## src/rtl/vp_pkg.sv

```systemverilog
`timescale 1ns/1ps
`default_nettype none
// ============================================================================
// Module : vp_pkg
// Brief  : Shared constants, opcode map and state encoding of the vector
//          sequencer.
// Rev    : 1.0  initial release
// ============================================================================
package vp_pkg;

   localparam int LANES    = 4;
   localparam int MAX_VLEN = 16;

   localparam logic [4:0] OP_LOAD  = 5'd0;
   localparam logic [4:0] OP_STORE = 5'd1;
   localparam logic [4:0] OP_SUB   = 5'd2;
   localparam logic [4:0] OP_ADD   = 5'd3;
   localparam logic [4:0] OP_XOR   = 5'd4;
   localparam logic [4:0] OP_SHL   = 5'd6;
   localparam logic [4:0] OP_SHR   = 5'd7;
   localparam logic [4:0] OP_ROL   = 5'd8;
   localparam logic [4:0] OP_ROR   = 5'd9;
   localparam logic [4:0] OP_AND   = 5'd10;

   localparam logic [1:0] MUX_PASS  = 2'b00;
   localparam logic [1:0] MUX_ARITH = 2'b01;
   localparam logic [1:0] MUX_XOR   = 2'b10;

   typedef enum logic [1:0] {
      ST_IDLE = 2'd0,
      ST_ALU  = 2'd1,
      ST_MEM  = 2'd2
   } state_t;

   // Lanes enabled on the final beat; a remainder of 0 means a full beat.
   function automatic logic [LANES-1:0] tail_mask(input logic [1:0] rem);
      logic [LANES-1:0] m;
      case (rem)
         2'd1:    m = 4'b0001;
         2'd2:    m = 4'b0011;
         2'd3:    m = 4'b0111;
         default: m = 4'b1111;
      endcase
      return m;
   endfunction

   // Index of the final beat for an element count of 1..MAX_VLEN.
   function automatic logic [1:0] last_beat(input logic [4:0] n);
      logic [1:0] b;
      if (n > 5'd12)      b = 2'd3;
      else if (n > 5'd8)  b = 2'd2;
      else if (n > 5'd4)  b = 2'd1;
      else                b = 2'd0;
      return b;
   endfunction

endpackage : vp_pkg
`default_nettype wire

```

## src/rtl/decodificador_op.sv

```systemverilog
`timescale 1ns/1ps
`default_nettype none
// ============================================================================
// Module : decodificador_op
// Brief  : Combinational opcode decoder: class flags, legality and ALU select.
// Rev    : 1.0  initial release
// ============================================================================
module decodificador_op
   import vp_pkg::*;
(
   input  logic [4:0] opcode,
   output logic       is_alu,
   output logic       is_load,
   output logic       is_store,
   output logic       illegal,
   output logic [1:0] mux_key
);

   always_comb begin
      is_alu   = 1'b0;
      is_load  = 1'b0;
      is_store = 1'b0;
      illegal  = 1'b0;
      mux_key  = MUX_PASS;
      case (opcode)
         OP_LOAD:  is_load  = 1'b1;
         OP_STORE: is_store = 1'b1;
         OP_SUB, OP_ADD: begin
            is_alu  = 1'b1;
            mux_key = MUX_ARITH;
         end
         OP_XOR: begin
            is_alu  = 1'b1;
            mux_key = MUX_XOR;
         end
         OP_SHL, OP_SHR, OP_ROL, OP_ROR, OP_AND: is_alu = 1'b1;
         default: illegal = 1'b1;
      endcase
   end

endmodule : decodificador_op
`default_nettype wire

```

## src/rtl/secuenciador_vectorial.sv

```systemverilog
`timescale 1ns/1ps
`default_nettype none
// ============================================================================
// Module : secuenciador_vectorial
// Brief  : Splits a vector instruction into 4-lane beats for the ALU or the
//          memory port, with stall/ack handshakes and illegal detection.
// Rev    : 1.0  initial release
// ============================================================================
module secuenciador_vectorial
   import vp_pkg::*;
(
   input  logic       clk,
   input  logic       rst_n,
   input  logic       instr_valid,
   output logic       instr_ready,
   input  logic [4:0] opcode,
   input  logic [2:0] vd,
   input  logic [2:0] vs1,
   input  logic [2:0] vs2,
   input  logic [4:0] vlen,
   output logic       exec_valid,
   input  logic       exec_stall,
   output logic [4:0] exec_op,
   output logic [2:0] exec_vd,
   output logic [2:0] exec_vs1,
   output logic [2:0] exec_vs2,
   output logic [1:0] exec_mux_key,
   output logic [1:0] exec_beat,
   output logic [3:0] lane_mask,
   output logic       exec_last,
   output logic       mem_req,
   output logic       mem_we,
   input  logic       mem_ack,
   output logic       wb_en,
   output logic       busy,
   output logic       illegal
);

   logic       w_is_alu;
   logic       w_is_load;
   logic       w_is_store;
   logic       w_op_illegal;
   logic [1:0] w_mux_key;
   logic       w_reject;
   logic       w_on_last;
   logic [1:0] w_last_beat;

   state_t     r_state;
   logic [4:0] r_op;
   logic [2:0] r_vd;
   logic [2:0] r_vs1;
   logic [2:0] r_vs2;
   logic [4:0] r_vlen;
   logic [1:0] r_mux_key;
   logic       r_is_load;
   logic       r_is_store;
   logic [1:0] r_beat;
   logic       r_illegal;

   decodificador_op u_dec (
      .opcode   (opcode),
      .is_alu   (w_is_alu),
      .is_load  (w_is_load),
      .is_store (w_is_store),
      .illegal  (w_op_illegal),
      .mux_key  (w_mux_key)
   );

   assign w_reject    = w_op_illegal || (vlen > 5'(MAX_VLEN));
   assign w_last_beat = last_beat(r_vlen);
   assign w_on_last   = (r_beat == w_last_beat);

   always_ff @(posedge clk or negedge rst_n) begin
      if (!rst_n) begin
         r_state    <= ST_IDLE;
         r_op       <= '0;
         r_vd       <= '0;
         r_vs1      <= '0;
         r_vs2      <= '0;
         r_vlen     <= '0;
         r_mux_key  <= MUX_PASS;
         r_is_load  <= 1'b0;
         r_is_store <= 1'b0;
         r_beat     <= '0;
         r_illegal  <= 1'b0;
      end else begin
         r_illegal <= 1'b0;
         case (r_state)
            ST_IDLE: begin
               if (instr_valid) begin
                  r_op       <= opcode;
                  r_vd       <= vd;
                  r_vs1      <= vs1;
                  r_vs2      <= vs2;
                  r_vlen     <= vlen;
                  r_mux_key  <= w_mux_key;
                  r_is_load  <= w_is_load;
                  r_is_store <= w_is_store;
                  r_beat     <= '0;
                  // Rejected or empty instructions retire here without a beat.
                  if (w_reject)
                     r_illegal <= 1'b1;
                  else if (vlen != 5'd0)
                     r_state <= w_is_alu ? ST_ALU : ST_MEM;
               end
            end
            ST_ALU: begin
               if (!exec_stall) begin
                  if (w_on_last) begin
                     r_state <= ST_IDLE;
                     r_beat  <= '0;
                  end else begin
                     r_beat <= r_beat + 2'd1;
                  end
               end
            end
            ST_MEM: begin
               if (mem_ack) begin
                  if (w_on_last) begin
                     r_state <= ST_IDLE;
                     r_beat  <= '0;
                  end else begin
                     r_beat <= r_beat + 2'd1;
                  end
               end
            end
            default: r_state <= ST_IDLE;
         endcase
      end
   end

   assign instr_ready  = (r_state == ST_IDLE);
   assign busy         = (r_state != ST_IDLE);
   assign exec_valid   = (r_state == ST_ALU);
   assign mem_req      = (r_state == ST_MEM);
   assign mem_we       = mem_req && r_is_store;
   assign wb_en        = mem_req && r_is_load && mem_ack;
   assign illegal      = r_illegal;

   assign exec_op      = r_op;
   assign exec_vd      = r_vd;
   assign exec_vs1     = r_vs1;
   assign exec_vs2     = r_vs2;
   assign exec_mux_key = r_mux_key;
   assign exec_beat    = r_beat;
   assign exec_last    = busy && w_on_last;
   assign lane_mask    = !busy     ? 4'b0000 :
                         w_on_last ? tail_mask(r_vlen[1:0]) : 4'b1111;

endmodule : secuenciador_vectorial
`default_nettype wire

```

## config.mk

```make
export PLATFORM = sky130hd
export DESIGN_NAME = secuenciador_vectorial
export DESIGN_NICKNAME = d
export VERILOG_FILES = /design/src/rtl/vp_pkg.sv /design/src/rtl/decodificador_op.sv /design/src/rtl/secuenciador_vectorial.sv
export SDC_FILE = /design/constraint.sdc
export NUM_CORES = 1
export LEC_CHECK = 0
export CORE_UTILIZATION = 48
export CTS_BUF_LIST = sky130_fd_sc_hd__clkbuf_2 sky130_fd_sc_hd__clkbuf_4 sky130_fd_sc_hd__clkbuf_8
export CTS_CLUSTER_SIZE = 8
export DETAILED_ROUTE_END_ITERATION = 6
export GPL_TIMING_DRIVEN = 1
export PLACE_DENSITY = 0.88
export SYNTH_ARGS = -nofsm -noshare
export SYNTH_HDL_FRONTEND = slang
export SYNTH_SLANG_ARGS = --single-unit
```

## constraint.sdc

```tcl
create_clock -name clk -period 6.6 [get_ports clk]
set_clock_uncertainty 0.1 [all_clocks]
set_input_delay 0.66 -clock clk [delete_from_list [all_inputs] [get_ports clk]]
set_output_delay 0.66 -clock clk [all_outputs]
set_load 0.02 [all_outputs]
```

* Word-level counts from Yosys, hierarchy flattened
Index checks and enable logic that the tools add are counted.
Storage, ports and cells: logic and storage cells 79, register bits 28, input bits 24, output and inout port bits 30
Cells by class: order comparisons 4, reduce and logical (&&, ||, !) cells 16, $add $sub $neg 1, mux-type cells 27, equal/unequal tests 20
Operators by type and width (number):
- $mux 2 | 13
- $eq 5x3->1 const B | 3
- $eq 5x4->1 const B | 3
- $pmux 2 s3 | 2
- $pmux 4 s3 | 1
- $eq 5x2->1 const B | 2
- $gt 5x4->1 const B | 2
- $reduce_or 10->1 | 1
- $mux 1 | 8
- $mux 4 | 2
- $reduce_or 8->1 | 1
- $eq 2x2->1 const B | 3
- $ne 2x2->1 const B | 3
- $eq 5x1->1 const B | 1
- $gt 5x3->1 const B | 1
- $gt 5x5->1 const B | 1
- $logic_not 5->1 | 1
- $reduce_and 5->1 | 1
- $reduce_bool 5->1 | 1
- $eq 2x1->1 const B | 2
- $logic_and 1x1->1 | 4
- $ne 2x1->1 const B | 2
- $pmux 2 s2 | 1
- $reduce_and 4->1 | 1
- other kinds (8) | 8

* Logic depth before layout (Yosys ltp)
Gate-level depths: netlist (run 1).
depth in word-level cells 8, mapped depth 9, gate-level depth less buffers 8

* Cells and area by module
A second synthesis (run 1) with hierarchy kept.
Second synthesis, totals: cells, all modules 128, area total of the unflattened synthesis 1492.7 µm²
By module, submodules not included:
- secuenciador_vectorial | instances 1, sequential area each 700.7 µm², cells each 113, area an instance 1391.3 µm²
- decodificador_op | instances 1, sequential area each 0.0 µm², cells each 15, area an instance 101.3 µm²

* Worst setup path before layout (run 1)
Ideal clock, no wire load.
path kind register to output, start register r_vlen[4], end output exec_last, data arrival time 1.745 ns, data required time 5.840 ns, slack 4.095 ns, path buffers 0, cell stages (with the launch flop) 6, cell sequence dfrtp_1 -> or4_1 -> o311a_1 -> xor2_1 -> or2_1 -> nor2_1
Between the ends: longest elaborated chain between the ends 6, elaborated cells on any way between the ends 8, those cells by class 3 x order compare; 1 x eq/ne; 3 x mux; 1 x reduce/logical
Ends and longest elaborated chain:
- from (decl) | RTL line secuenciador_vectorial.sv:53 | logic [4:0] r_vlen;
- from (signal assigned) | RTL line secuenciador_vectorial.sv:95 | r_vlen <= vlen;
- $gt 5x3->1 | RTL line vp_pkg.sv:52 | else if (n > 5'd4) b = 2'd1;
- $mux 1 | RTL line vp_pkg.sv:52
- $mux 2 | RTL line vp_pkg.sv:51 | else if (n > 5'd8) b = 2'd2;
- $mux 2 (*) | RTL line vp_pkg.sv:50 | if (n > 5'd12) b = 2'd3;
- $eq 2x2->1 (*) | RTL line secuenciador_vectorial.sv:71 | assign w_on_last = (r_beat == w_last_beat);
- $logic_and 1x1->1 (*) | RTL line secuenciador_vectorial.sv:146 | assign exec_last = busy && w_on_last;
- to (decl) | RTL line secuenciador_vectorial.sv:30 | output logic exec_last,
Mark *: on every way between the ends. The rest lies on a longest branch, timed or not.

* Worst setup path in the final report (run 1)
Ends and elaborated chain as after synthesis.

==> flow_summary.json, run 1 <==
{
  "ir_drop_mv": 0.3736,
  "end_kind": "output pin",
  "swShare": 0.4079,
  "holdWs_ns": 0.3948,
  "fin_nets": 208,
  "cts_made_buffers": 3,
  "critPathSlowestCell": "clkdlybuf4s50_1",
  "fin_crit_ns": 3.392,
  "diodes": 0,
  "synth.area.top_cells": "dfrtp_1 51%, mux2_2 14%, ha_1 6.3%",
  "yosys.area.top_type_share": 0.5063,
  "syn_inst": 122,
  "cts_buffer_depth": 2,
  "areaGrowthSynthToFinish_pct": 42.95,
  "max-cap-violations": 0,
  "ctsHtreeMaxLevel": 1,
  "postCtsHoldBufs": 0,
  "p_leak_nw": 0.8613,
  "min_path_type": "reg2reg",
  "crit_arrival_ns": 2.63,
  "rsz0062_at_grt": "no",
  "setup_viol": 0,
  "layout_commonest_cell": "clkdlybuf4s50_1",
  "vias": 1143,
  "grt_use_total": 0.2042,
  "initial_core_util": 0.5062,
  "die_area_mm2": 0.003102,
  "antenna_found_initial": 0,
  "grt_pass1_vias": 1153,
  "drive_gt1_frac": 0.1364,
  "maxSlewViolCount": 0,
  "pwr-share-comb": 0.598,
  "clockRootBuffer": "clkbuf_4",
  "grt_max_degree": 29,
  "overflow": 0,
  "dp_hpwl_um": 2289,
  "routedWlPerCell_um": 14.35,
  "internal-power_mw": 0.5619,
  "worst-setup-path-type": "reg2out",
  "setup.worst_path.start_class": "flip-flop",
  "yosysUniqueCellTypes": 35,
  "worst_pin_slew_ns": 0.9850,
  "syn_nets": 153,
  "rows": 19,
  "ys_seq_area_frac": 0.5063,
  "drc": 0,
  "cts_sinks": 28,
  "clkLatencyLatePin_ns": 0.33,
  "routed_via_density": 5.522,
  "p_seq_frac": 0.313,
  "r2r_setup_slack_ns": 4.20,
  "setup_tns_ns": 0,
  "pwr-share-clk": 0.089,
  "path_max_fanout": 5,
  "place.gp.congestion": 0.7926,
  "dr.pass1.iters": 4,
  "portBuffers": 53,
  "cts_tree": "built",
  "powerDensity_mw_per_mm2": 479.7,
  "ant_nets": 0,
  "syn_avg_cell_area_um2": 11.34,
  "relSlewSlack": 0.3418,
  "dieHeight_um": 55.70,
  "timing.final.crit_share": 0.5139,
  "synth_top_cell_by_area": "dfrtp_1",
  "max_stage_delay_ns": 0.61,
  "cp_top_family": "simple AND/OR/NAND/NOR gates",
  "core-area_mm2": 0.002734,
  "hold_violations": 0,
  "die_w_um": 55.70,
  "mostFrequentLayoutCells": "53 x clkdlybuf4s50_1, 28 x dfrtp_1, 17 x mux2_2",
  "grt_pass1_wl_um": 4981,
  "routed_wl_um": 2971,
  "clk_pin_slew_ns": 0.15,
  "utilization": 0.7236,
  "synth_area_mm2": 0.001384,
  "required_ns": 5.84,
  "first_iter_violations": 32,
  "ys_warn_count": 0,
  "p_switching_mw": 0.3871,
  "critical_path_buf_inv_count": 1,
  "ios": 54,
  "cts_setup_buffers": 0,
  "status": "completed",
  "cp_cell_sequence": "or4_1 -> o311a_1 -> xor2_1 -> or2_1 -> nor2_1 -> clkdlybuf4s50_1",
  "max_freq_mhz": 294.8,
  "synth_seq_cells": 28,
  "cts_resized": 0
}
## flip-flops by register name, indices dropped and copies added (netlist names), 2 cells and up
| register | flops |
|---|---|
| exec_beat | 2 |
| exec_vs2 | 3 |
| exec_op | 5 |
| r_vlen | 5 |
| r_state | 2 |
| exec_vs1 | 3 |
| exec_mux_key | 2 |
| exec_vd | 3 |
## layer usage
layer | track usage | share of wire
met1 | 0.2399 | 0.43
met4 | 0.08929 | 0.016
met2 | 0.3649 | 0.49
met3 | 0.03488 | 0.063
met5 | 0 | 0
## final cells by class
| type | instances | area, um2 |
|---|---|---|
| Fill cell | 200 | 755.7 |
| Sequential cell | 28 | 700.7 |
| Multi-Input combinational cell | 83 | 638.1 |
| Timing Repair Buffer | 54 | 538.0 |
| Tap cell | 31 | 38.79 |
| Clock buffer | 4 | 36.28 |
| Inverter | 7 | 26.28 |
## cell families after synthesis
logic type               after synthesis  share of synthesized area
XOR/XNOR                               2                    0.01266
adder cells (fa/ha/maj)                7                    0.06329
AO/OA/AOI/OAI                         19                    0.09585
multiplexers                          19                     0.1528
buffers and inverters                 11                    0.03255
flip-flops                            28                     0.5063
AND/OR/NAND/NOR                       36                     0.1365
## stage by stage
| stage | power (mW) | cells | setup WS [ns] | instance area, um2 |
|---|---|---|---|---|
| detailed placement | 0.8690 | 203 | 3.580 | 1942 |
| CTS | 0.9522 | 207 | 3.200 | 1978 |
| global placement | 0.8435 | 203 | 3.677 | 1942 |
| floorplan | 0.6313 | 122 | 4.095 | 1384 |
| finish | 0.9490 | 207 | 3.208 | 1978 |
| global route | 1.008 | 207 | 3.106 | 1978 |
## Yosys cell counts
| master | count |
|---|---|
| or2_2 | 2 |
| a311oi_1 | 1 |
| a221o_1 | 1 |
| and2_1 | 1 |
| nor2_1 | 5 |
| nor2b_1 | 2 |
| a22o_1 | 2 |
| nor4_1 | 2 |
| nor3_1 | 2 |
| o31ai_1 | 1 |
| buf_4 | 1 |
| mux2_2 | 17 |
| a21oi_1 | 5 |
| o21ai_0 | 4 |
| xnor2_1 | 1 |
| or2_1 | 1 |
| o221ai_1 | 1 |
| inv_1 | 7 |
| o311a_1 | 1 |
| ha_1 | 7 |
| nand2_1 | 10 |
| nand2b_1 | 3 |
| nand3_1 | 2 |
| o41ai_1 | 1 |
| or4_1 | 1 |
| nor4b_1 | 1 |
| and3_1 | 1 |
| xor2_1 | 1 |
| dfrtp_1 | 28 |
| nand4b_1 | 1 |
| a21o_1 | 1 |
| clkbuf_1 | 3 |
| a2111oi_0 | 1 |
| mux2i_1 | 2 |
| or3_1 | 2 |
## worst reg2reg max path, cell delays in order, from the launching register on
cell and delay (ns):
dfrtp_1 0.43, inv_1 0.11, ha_1 0.40, nand2_1 0.67
o41ai_1 0.58
## path summary, 6_finish.rpt
check | startpoint | to | depth (start not counted)
setup reg to reg | r_state[0] | exec_mux_key[0] | 4
max in group asynchronous | rst_n | exec_vd[0] | 2
hold / removal | exec_op[2] | exec_op[2] | 2
setup / recovery | r_vlen[4] | exec_last | 6
hold reg to reg | exec_op[2] | exec_op[2] | 2
min in group asynchronous | rst_n | exec_mux_key[1] | 2
## power by group through the flow
| stage | registers, mW | clock network (mW) | logic, mW |
|---|---|---|---|
| 2_1_floorplan | 0.354 | 0 | 0.278 |
| 3_3_place_gp | 0.293 | 0 | 0.551 |
| 3_5_place_dp | 0.300 | 0 | 0.569 |
| 4_1_cts | 0.297 | 0.0846 | 0.571 |
| 5_1_grt | 0.307 | 0.0912 | 0.609 |
| 6_report | 0.297 | 0.0840 | 0.568 |
No activity file was read; power rests on OpenSTA's default activity.
==> run 2: changes to the inputs <==
- CORE_UTILIZATION: 48 -> 40
- PLACE_DENSITY: 0.88 -> 0.78
- clock period: 6.6 -> 3 ns (I/O delays scaled with it)
==> flow_summary.json, run 2 (synthesized netlist as in run 1, its figures left out) <==
{
  "layout_commonest_cell": "clkdlybuf4s50_1",
  "mostFrequentLayoutCells": "51 x clkdlybuf4s50_1, 28 x dfrtp_1, 17 x mux2_2",
  "fin_crit_ns": 2.893,
  "routed_wl_um": 3039,
  "drc": 0,
  "vias": 1124,
  "topRoutingLayerUsed": "met4",
  "powerDensity_mw_per_mm2": 1024,
  "dieHeight_um": 60.82,
  "core-area_mm2": 0.003178,
  "die_w_um": 60.82,
  "die_area_mm2": 0.003699,
  "diodes": 0,
  "hold_violations": 0,
  "rows": 20,
  "dr.pass1.iters": 4,
  "dp.cells": 217,
  "crit_arrival_ns": 2.49,
  "areaGrowthSynthToFinish_pct": 43.76,
  "end_kind": "output pin",
  "p_total_mw": 2.037,
  "routed-wl-met3_um": 110,
  "clkLatencyLatePin_ns": 0.31,
  "first_iter_violations": 39,
  "reg2reg_from": "r_vlen[4]",
  "max-cap-violations": 0,
  "antenna_found_initial": 0,
  "setup.worst_path.start_class": "flip-flop",
  "timing.final.crit_share": 0.9645,
  "p_leak_nw": 0.8739,
  "ant_nets": 0,
  "overflow": 0,
  "holdWs_ns": 0.2371,
  "r2r_cells": 6,
  "crit_start": "r_vlen[4]",
  "clk_pin_slew_ns": 0.14,
  "ir_drop_mv": 0.4509,
  "dp_hpwl_um": 2337,
  "path_max_fanout": 5,
  "final_cells": 220,
  "maxSlewViolCount": 0,
  "initial_core_util": 0.4354,
  "relSlewSlack": 0.6906,
  "postCtsHoldBufs": 0,
  "routed_via_density": 5.109,
  "worstReg2RegEnd": "r_state[1]",
  "fin_nets": 209,
  "grt_max_degree": 29,
  "min_path_type": "in2async",
  "ios": 54,
  "cts_resized": 1,
  "r2r_setup_slack_ns": 0.67,
  "place.gp.congestion": 0.7682,
  "clockRootBuffer": "clkbuf_4",
  "cts_made_buffers": 3,
  "drive_gt1_frac": 0.1364,
  "setup_viol": 0,
  "cts_tree": "built",
  "worst_pin_slew_ns": 0.4524,
  "status": "completed",
  "cts_setup_buffers": 0,
  "cts_buffer_depth": 2,
  "portBuffers": 53,
  "ctsHtreeMaxLevel": 1,
  "worst-setup-path-type": "reg2out",
  "wl_met1_um": 1343,
  "setup_tns_ns": 0,
  "critPathCapture": "lane_mask[2]",
  "max_freq_mhz": 345.6,
  "cts_sinks": 28,
  "grt_pass1_vias": 1096,
  "grt_use_total": 0.1774,
  "met2_length_um": 1551,
  "grt_pass1_wl_um": 4761,
  "required_ns": 2.60,
  "rsz0062_at_grt": "no",
  "routedWlPerCell_um": 13.81
}
## run 2: changes by cell type in the layout (fill, tap and decap cells not counted), sizes merged
cell / delta
clkbuf: -1
clkdlybuf4s50: -2
dlymetal6s2s: +1
dlygate4sd2: +1
buf: +1
## run 2: final cells by class
class                           count  area [um2]
Clock buffer                        3       22.52
Fill cell                         266        1189
Inverter                            7       26.28
Multi-Input combinational cell     83       638.1
Sequential cell                    28       700.7
Tap cell                           44       55.05
Timing Repair Buffer               55       546.8
## run 2: report_power, final
group | switching (mW) | leakage (nW) | total (mW) | internal, mW
clock network | 0.100 | 0.0138 | 0.147 | 0.0469
logic | 0.619 | 0.516 | 1.24 | 0.619
registers | 0.113 | 0.344 | 0.651 | 0.538
## run 2: per-stage QoR
stage,cell area (um2),worst slack (ns),utilization
after floorplan,1384,0.8202,-
after global placement,1966,0.4216,0.6185
after detailed placement,1966,0.3761,0.6185
after CTS,1987,0.01773,0.6252
after global routing,1989,0.008900,0.6260
final,1989,0.1066,0.6260
## run 2: worst min path at each step
stage	start	to	depth (start not counted)	slack, ns
2_1_floorplan	rst_n	exec_beat[0]	0	-0.1
3_3_place_gp	r_is_load	r_is_load	2	0.36
3_5_place_dp	r_is_load	r_is_load	2	0.37
4_1_cts	rst_n	exec_beat[0]	2	0.25
5_1_grt	rst_n	exec_beat[1]	2	0.27
6_report	rst_n	exec_beat[0]	2	0.24
## run 2: routing by layer
layer	up-vias	track usage
met4	0	0.08442
met1	546	0.2185
met5	-	0
met3	2	0.02559
met2	32	0.3061
li1	544	-
## run 2: worst max-delay path, cell delays in order (launching register included)
cell	delay, ns
dfrtp_1	0.44
or4_1	0.52
o311a_1	0.17
xor2_1	0.18
nor2_1	0.10
a21oi_1	0.15
clkdlybuf4s50_1	0.62
==> run 3: changes to the inputs <==
- CORE_UTILIZATION: 40 -> 45
- PLACE_DENSITY: 0.78 -> 0.83
- clock period: 3 -> 2.8 ns (I/O delays scaled with it)
==> flow_summary.json, run 3 (synthesized netlist as in run 1, its figures left out) <==
{
  "layout_commonest_cell": "clkdlybuf4s50_1",
  "routed_via_density": 5.448,
  "r2r_setup_slack_ns": 0.52,
  "die_area_mm2": 0.003301,
  "grt_pass1_vias": 1110,
  "cts_buffer_depth": 2,
  "diodes": 0,
  "path_max_fanout": 3,
  "drc": 2,
  "maxSlewViolCount": 0,
  "r2r_cells": 6,
  "worst_pin_slew_ns": 0.4564,
  "ir_drop_mv": 0.7695,
  "max-cap-violations": 0,
  "utilization": 0.7112,
  "routed_wl_um": 3036,
  "routedWlPerCell_um": 14.32,
  "portBuffers": 53,
  "ios": 54,
  "final_area_mm2": 0.002012,
  "ant_nets": 0,
  "ctsHtreeMaxLevel": 1,
  "vias": 1155,
  "dp.cells": 204,
  "holdWs_ns": 0.1857,
  "crit_start": "r_vlen[4]",
  "core-area_mm2": 0.002829,
  "place.gp.congestion": 0.7132,
  "dieHeight_um": 57.46,
  "timing.final.crit_share": 0.9555,
  "required_ns": 2.42,
  "clkLatencyLatePin_ns": 0.34,
  "p_leak_nw": 0.8939,
  "status": "complete, but fails checks",
  "cts_tree": "built",
  "powerDensity_mw_per_mm2": 1121,
  "grt_max_degree": 29,
  "relSlewSlack": 0.6950,
  "nFillCells": 230,
  "min_path_type": "in2async",
  "mostFrequentLayoutCells": "49 x clkdlybuf4s50_1, 28 x dfrtp_1, 17 x mux2_2",
  "end_kind": "output pin",
  "first_iter_violations": 21,
  "clockRootBuffer": "clkbuf_4",
  "areaGrowthSynthToFinish_pct": 45.39,
  "antenna_found_initial": 0,
  "violations": "DRC",
  "multiInputGateArea_um2": 638.1,
  "reg2reg_from": "r_vlen[4]",
  "rsz0062_at_grt": "no",
  "overflow": 0,
  "dp_hpwl_um": 2323,
  "hold_violations": 0,
  "final_cells": 212,
  "worst-setup-path-type": "reg2out",
  "dp_slack_ns": 0.2340,
  "drive_gt1_frac": 0.1602,
  "cts_sinks": 28,
  "crit_arrival_ns": 2.30,
  "cts_made_buffers": 3,
  "initial_core_util": 0.4892,
  "setup.worst_path.start_class": "flip-flop",
  "dr.pass1.iters": 6,
  "clk_pin_slew_ns": 0.15,
  "seq_area_um2": 700.7,
  "setup_viol": 0,
  "grt_pass1_wl_um": 5009,
  "p_total_mw": 2.255,
  "worstReg2RegEnd": "r_state[0]",
  "fin_nets": 213,
  "setup_tns_ns": 0,
  "placed_area_mm2": 0.001949,
  "rows": 19,
  "die_w_um": 57.46,
  "max_freq_mhz": 373.8,
  "grt_use_total": 0.2020,
  "critPathCapture": "lane_mask[3]",
  "fin_crit_ns": 2.675,
  "setup_ws_ns": 0.1247,
  "postCtsHoldBufs": 0
}
==> run 3: cell count changes in the layout (fill, tap and decap cells not counted), sizes merged <==
cell           change
dlymetal6s2s       -1
dlygate4sd2        +2
buf                +4
clkdlybuf4s15      +1
clkdlybuf4s50      -2
clkbuf             +1
==> run 3: final cells by class <==
cell class,count,area share
Sequential cell,28,0.3483
Multi-Input combinational cell,83,0.3172
Timing Repair Buffer,59,0.2842
Tap cell,31,0.01928
Clock buffer,4,0.01803
Inverter,7,0.01306
==> run 3: repair_timing <==
| action | CTS | global route |
|---|---|---|
| setup buffers | 0 | 4 |
| setup endpoints to repair | 4 | 2 |
| resized for setup | 4 | 1 |
==> run 3: power by group <==
group / leakage [nW] / switching (mW) / internal, mW
Sequential: 0.344 / 0.114 / 0.576
Combinational: 0.529 / 0.684 / 0.678
Clock: 0.0210 / 0.123 / 0.0798
==> run 3: worst min-delay path by stage <==
stage | slack (ns) | startpoint | cells past startpoint | endpoint
2_1_floorplan | -0.12 | rst_n | 0 | exec_beat[0]
3_3_place_gp | 0.36 | exec_op[2] | 2 | exec_op[2]
3_5_place_dp | 0.37 | exec_op[2] | 2 | exec_op[2]
4_1_cts | 0.19 | rst_n | 2 | exec_beat[0]
5_1_grt | 0.21 | rst_n | 2 | exec_beat[0]
6_report | 0.19 | rst_n | 2 | exec_beat[0]
==> run 3: worst max-delay path, stage by stage (launching register included) <==
cell             delay, ns
dfrtp_1               0.41
or4_1                 0.51
o311a_1               0.17
xor2_1                0.16
or2_1                 0.26
nor2_1                0.09
nor2_1                0.04
clkdlybuf4s15_1       0.29
==> run 3: metal layers <==
layer  up-vias  track usage  share of wire
li1        554            -              -
met1       546       0.2399           0.41
met2        49       0.3339           0.49
met3         6      0.06349          0.088
met4         0      0.09408          0.017
met5         -            0              0
